===== src/rtl/lsu_mem_stage.sv =====
// Memory-stage load/store unit: drives a req/gnt/rvalid data-memory handshake,
// stalls the pipeline while an access is in flight and formats load results.
module lsu_mem_stage #(
  parameter int XLEN = 32
) (
  input  logic            clk_i,
  input  logic            rst_i,
  input  logic            mem_read_m_i,
  input  logic            mem_write_m_i,
  input  logic [2:0]      funct3_m_i,
  input  logic [XLEN-1:0] addr_m_i,
  input  logic [XLEN-1:0] store_data_m_i,
  output logic            dmem_req_o,
  output logic            dmem_we_o,
  output logic [XLEN-1:0] dmem_addr_o,
  output logic [XLEN-1:0] dmem_wdata_o,
  output logic [3:0]      dmem_be_o,
  input  logic            dmem_gnt_i,
  input  logic            dmem_rvalid_i,
  input  logic [XLEN-1:0] dmem_rdata_i,
  output logic [XLEN-1:0] load_data_m_o,
  output logic            stall_m_o,
  output logic            misaligned_load_o,
  output logic            misaligned_store_o
);

  typedef enum logic [1:0] {S_IDLE, S_REQ, S_WAIT, S_DONE} state_t;

  state_t          state_q, state_d;
  logic            req_q, req_d;
  logic            we_q, we_d;
  logic [XLEN-1:0] addr_q, addr_d;
  logic [XLEN-1:0] wdata_q, wdata_d;
  logic [3:0]      be_q, be_d;
  logic [XLEN-1:0] load_q, load_d;
  logic [2:0]      f3_q, f3_d;
  logic [1:0]      off_q, off_d;

  logic op, is_store, size_b, size_h, size_w, misaligned;

  function automatic logic [XLEN-1:0] fmt_store(input logic [1:0] sz, input logic [XLEN-1:0] d);
    case (sz)
      2'b00:   return {4{d[7:0]}};
      2'b01:   return {2{d[15:0]}};
      default: return d;
    endcase
  endfunction

  function automatic logic [3:0] byte_en(input logic [1:0] sz, input logic [1:0] off);
    case (sz)
      2'b00:   return 4'b0001 << off;
      2'b01:   return 4'b0011 << {off[1], 1'b0};
      default: return 4'b1111;
    endcase
  endfunction

  // Lane select by byte offset, then sign/zero extension per funct3.
  function automatic logic [XLEN-1:0] fmt_load(input logic [2:0] f3, input logic [1:0] off,
                                               input logic [XLEN-1:0] w);
    logic [7:0]  b;
    logic [15:0] h;
    case (off)
      2'b00:   b = w[7:0];
      2'b01:   b = w[15:8];
      2'b10:   b = w[23:16];
      default: b = w[31:24];
    endcase
    h = off[1] ? w[31:16] : w[15:0];
    case (f3)
      3'b000:  return {{(XLEN-8){b[7]}}, b};
      3'b100:  return {{(XLEN-8){1'b0}}, b};
      3'b001:  return {{(XLEN-16){h[15]}}, h};
      3'b101:  return {{(XLEN-16){1'b0}}, h};
      default: return w;
    endcase
  endfunction

  always_comb begin
    op         = mem_read_m_i | mem_write_m_i;
    is_store   = mem_write_m_i;
    size_b     = (funct3_m_i[1:0] == 2'b00);
    size_h     = (funct3_m_i[1:0] == 2'b01);
    size_w     = ~size_b & ~size_h;
    misaligned = (size_h & addr_m_i[0]) | (size_w & (addr_m_i[1:0] != 2'b00));
  end

  assign misaligned_load_o  = mem_read_m_i & ~mem_write_m_i & misaligned;
  assign misaligned_store_o = mem_write_m_i & misaligned;
  assign stall_m_o          = op & ~misaligned & (state_q != S_DONE);

  always_comb begin
    state_d = state_q;
    req_d   = req_q;
    we_d    = we_q;
    addr_d  = addr_q;
    wdata_d = wdata_q;
    be_d    = be_q;
    load_d  = load_q;
    f3_d    = f3_q;
    off_d   = off_q;
    case (state_q)
      S_IDLE: begin
        if (op && !misaligned) begin
          req_d   = 1'b1;
          we_d    = is_store;
          addr_d  = {addr_m_i[XLEN-1:2], 2'b00};
          wdata_d = fmt_store(funct3_m_i[1:0], store_data_m_i);
          be_d    = byte_en(funct3_m_i[1:0], addr_m_i[1:0]);
          f3_d    = funct3_m_i;
          off_d   = addr_m_i[1:0];
          state_d = S_REQ;
        end
      end
      S_REQ: begin
        if (dmem_gnt_i) begin
          req_d   = 1'b0;
          state_d = we_q ? S_DONE : S_WAIT;
        end
      end
      // Data only counts from the cycle after the grant, which is guaranteed by WAIT.
      S_WAIT: begin
        if (dmem_rvalid_i) begin
          load_d  = fmt_load(f3_q, off_q, dmem_rdata_i);
          state_d = S_DONE;
        end
      end
      default: state_d = S_IDLE;
    endcase
  end

  always_ff @(posedge clk_i or posedge rst_i) begin
    if (rst_i) begin
      state_q <= S_IDLE;
      req_q   <= 1'b0;
      we_q    <= 1'b0;
      addr_q  <= '0;
      wdata_q <= '0;
      be_q    <= '0;
      load_q  <= '0;
      f3_q    <= '0;
      off_q   <= '0;
    end else begin
      state_q <= state_d;
      req_q   <= req_d;
      we_q    <= we_d;
      addr_q  <= addr_d;
      wdata_q <= wdata_d;
      be_q    <= be_d;
      load_q  <= load_d;
      f3_q    <= f3_d;
      off_q   <= off_d;
    end
  end

  assign dmem_req_o    = req_q;
  assign dmem_we_o     = we_q;
  assign dmem_addr_o   = addr_q;
  assign dmem_wdata_o  = wdata_q;
  assign dmem_be_o     = be_q;
  assign load_data_m_o = load_q;

endmodule

===== config.mk =====
export PLATFORM = sky130hd
export DESIGN_NAME = lsu_mem_stage
export DESIGN_NICKNAME = d
export VERILOG_FILES = /design/src/rtl/lsu_mem_stage.sv
export SDC_FILE = /design/constraint.sdc
export NUM_CORES = 1
export LEC_CHECK = 0
export ABC_AREA = 1
export ABC_CLOCK_PERIOD_IN_PS = 3100
export BUFFER_PORTS_ARGS = -buffer_cell sky130_fd_sc_hd__buf_2
export CORE_MARGIN = 2
export CORE_UTILIZATION = 40
export DETAILED_ROUTE_END_ITERATION = 8
export PLACE_DENSITY = 0.71
export SLEW_MARGIN = 20
export SYNTH_ARGS = -nofsm -noshare
export SYNTH_HDL_FRONTEND = slang
export SYNTH_SLANG_ARGS = --single-unit
export TNS_END_PERCENT = 50

===== constraint.sdc =====
create_clock -name clk_i -period 3.1 [get_ports clk_i]
set_input_delay 0.31 -clock clk_i [delete_from_list [all_inputs] [get_ports clk_i]]
set_output_delay 0.31 -clock clk_i [all_outputs]
set_load 0.02 [all_outputs]

==> flow_metrics.tcl <==
set metrics [dict create \
    dr_wl_met3_microns 1350 \
    cts_root_buf "clkbuf_16" \
    comb_power_share_pct 46.4 \
    crit_start "off_q[1]" \
    rows 42 \
    switching_share_pct 44.7 \
    cp_common_cell "nand2_1" \
    syn_area_per_cell_sq_um 7.55 \
    cts_buffer_depth 2 \
    peakVddDrop_mv 0.516 \
    grt_max_degree 55 \
    h-tree-depth 3 \
    cpPeakStageDelay_ns 0.71 \
    wl_met2_microns 6580 \
    synth_top_area_share_pct 50.6 \
    clock.fmax_ghz 0.469 \
    nets 999 \
    rsz0062_at_grt "false" \
    synthToLayoutAreaGrowth_pct 26.7 \
    min_period_over_period_pct 68.8 \
    syn_inst 701 \
    crit_path_end_kind "register" \
    setup_violations 0 \
    initial_core_util_pct 40.5 \
    p_seq_share_pct 36.2 \
    synthDistinctLibCells 27 \
    seq_area_frac_synth_pct 50.6 \
    worstReg2RegStart "off_q[1]" \
    grt_pass1_vias 4904 \
    status "finished clean" \
    synth_area_leader_cell "dfrtp_1" \
    p_per_area_nw_per_um2 1030 \
    dp_hpwl_microns 10500 \
    cts_resized 0 \
    setup.worst_path.class "register to register" \
    ys_ff_latch 107 \
    drt_iter0_markers 448 \
    rr_worst_depth 8 \
    power.share.clock_pct 17.4 \
    relSlewSlack_pct 43.2 \
    fillers 1340 \
    r2r-end "load_data_m_o[23]" \
    synth.area.top_cells "dfrtp_1 (51%), nand2_1 (23%), a21oi_1 (4.3%)" \
    drv_slew 0 \
    fin_skew_ns 0.00852 \
    cts_sinks 107 \
    drt-met1-wl_microns 6220 \
    period_needed_ns 2.13 \
    yosys_warnings 0 \
    max_cap_violations 0 \
    hold_viol 0 \
    setup_tns_ns 0 \
    num_antenna_cells 0 \
    drtPass1Iterations 5 \
    postLayoutCoreUtil_pct 51.3 \
    cts_tree "done" \
    p_leak_nw 3.92 \
    start_kind "register" \
    post_drt_wl_per_cell_microns 13.5 \
    grt-ovfl-total 0 \
    routed.top_layer "met4" \
    hold_buffers 0 \
    postRouteAntennaNets 0 \
    fin_cells 1071 \
    crit_chain "inv_1, nand2_1, nand3_1, nand2_1, nand2_1, nand3_1, nand2_1, inv_1" \
    cellInternalPower_mw 3.81 \
    drc 0 \
    grt_pass1_wl_microns 23900 \
    core_sq_um 13100 \
    gp_congestion 0.892 \
    cts_buffers 9 \
    dp.cells 1055 \
    hold_path_class "primary input to asynchronous set/reset pin" \
    cts_setup_buffers 0 \
    io_pins 210 \
    antenna_found_initial 0 \
    routed_wl_microns 14500 \
    ff2ff_setup_slack_ns 0.97 \
    io_buffers 207 \
    fp.dieArea_sq_um 14200 \
    die_x_microns 119 \
    die_h_microns 119 \
    worstMarginPinSlew_ns 0.851 \
    drive_gt1_share_pct 28.4 \
    grtUsageTotal_pct 21.0 \
    slowest_stage "dfrtp_1" \
    dr_total_vias 5102 \
    cts.clk_slew.worst_paths_ns 0.07 \
    power_switching_mw 3.08 \
    syn-cell-area_sq_um 5300 \
    clkLatencyLatePin_ns 0.35 \
    critPathMaxFanout 24 \
    arrival_ns 2.42 \
    drt-vias-per-instance 4.76 \
    cp.required_ns 3.39 \
]
## placed cells by master, fill, tap and decap left out, types with 2 or more instances in the layout
cell type  synthesis  final
a21oi_1           46     46
buf_2              9    207
buf_4              4      6
clkbuf_16          0      9
clkinv_4           1      2
conb_1             1      2
dfrtp_1          107    107
ha_1               4      4
inv_1             59     58
inv_6              0      3
nand2_1          320    320
nand3_1           34     34
nand4_1            2      2
nor2_1            15     15
nor3_1             4      4
o211ai_1           4      4
o21ai_0           29     29
o21ai_1           13     13
or2_2             18     18
## flip-flops by register name (all words and copies together), names as in the netlist
| register | cells |
|---|---|
| dmem_req_o | 1 |
| f3_q | 3 |
| dmem_wdata_o | 32 |
| dmem_we_o | 1 |
| dmem_addr_o | 30 |
| off_q | 2 |
| state_q | 2 |
| load_data_m_o | 32 |
| dmem_be_o | 4 |
## power by group through the flow
stage | logic, mW | clock network, mW | registers, mW
2_1_floorplan | 1.58 | 0 | 3.15
3_3_place_gp | 3.17 | 0 | 2.52
3_5_place_dp | 3.23 | 0 | 2.50
4_1_cts | 3.22 | 1.22 | 2.50
5_1_grt | 3.58 | 1.29 | 2.58
6_report | 3.19 | 1.20 | 2.50
## area by class of cell
type                       instances  area (sq um)  area share (%)
clock inverter                     6          70.1            1.04
tap                              176           220            3.28
timing repair buffer             214          1100            16.4
clock buffer                      10           239            3.56
multi-input combinational        497          2160            32.2
inverter                          61           238            3.54
sequential                       107          2680            39.9
## critical path: cells and delay by family, from the launching register on
kind / cells / cell delay, ns
buffers and inverters: 2 / 0.26
DFF: 1 / 0.71
and+or+nand+nor: 6 / 1.10
## stage by stage
stage / worst slack [ns] / instance area (sq um) / total power [mW] / hold WS (ns)
floorplan: 1.50 / 5300 / 4.73 / 0.420
global placement: 0.972 / 6400 / 5.69 / 0.458
detailed placement: 0.926 / 6400 / 5.73 / 0.462
CTS: 0.972 / 6710 / 6.94 / 0.141
global route: 0.742 / 6710 / 7.45 / 0.146
finish: 0.966 / 6710 / 6.89 / 0.122
## metal layers
metal / vias up / global-route usage [%]
li1: 2557 / -
met1: 2310 / 27.4
met2: 212 / 33.2
met3: 23 / 5.84
met4: 0 / 7.96
met5: - / 0
## kinds of logic (layout without fill, tap and decap cells)
family,after synthesis,after routing,share of synthesized area (%)
adders and majority gates,4,4,0.945
buffers and inverters,98,291,8.81
DFF,107,107,50.6
other,1,2,0.0708
and+or+nand+nor,397,397,30.5
AOI/OAI and AO/OA,94,94,9.14
## cell usage after synthesis
cell and number:
a211oi_1 1, clkbuf_1 13, ha_1 4, clkinv_4 1, o21ai_1 13, nor2_1 15
dfrtp_1 107, inv_2 1, a31oi_1 1, buf_1 2, nand2_4 1, buf_4 4
buf_6 9, nand3b_1 1, nor3_1 4, o21ai_0 29, o211ai_1 4, a21oi_1 46
conb_1 1, nand3_2 1, buf_2 9, nor2_4 1, inv_1 59, nand2_1 320
nand4_1 2, nand3_1 34, or2_2 18
## worst max path at each step
stage	endpoint	slack, ns	cells past startpoint
floorplan	dmem_addr_o[10]	1.50	1
global placement	dmem_be_o[0]	0.97	8
detailed placement	dmem_be_o[0]	0.93	8
CTS	load_data_m_o[23]	0.97	8
global route	load_data_m_o[18]	0.74	8
finish	load_data_m_o[23]	0.97	8
Power figures use the tool's default switching activity.
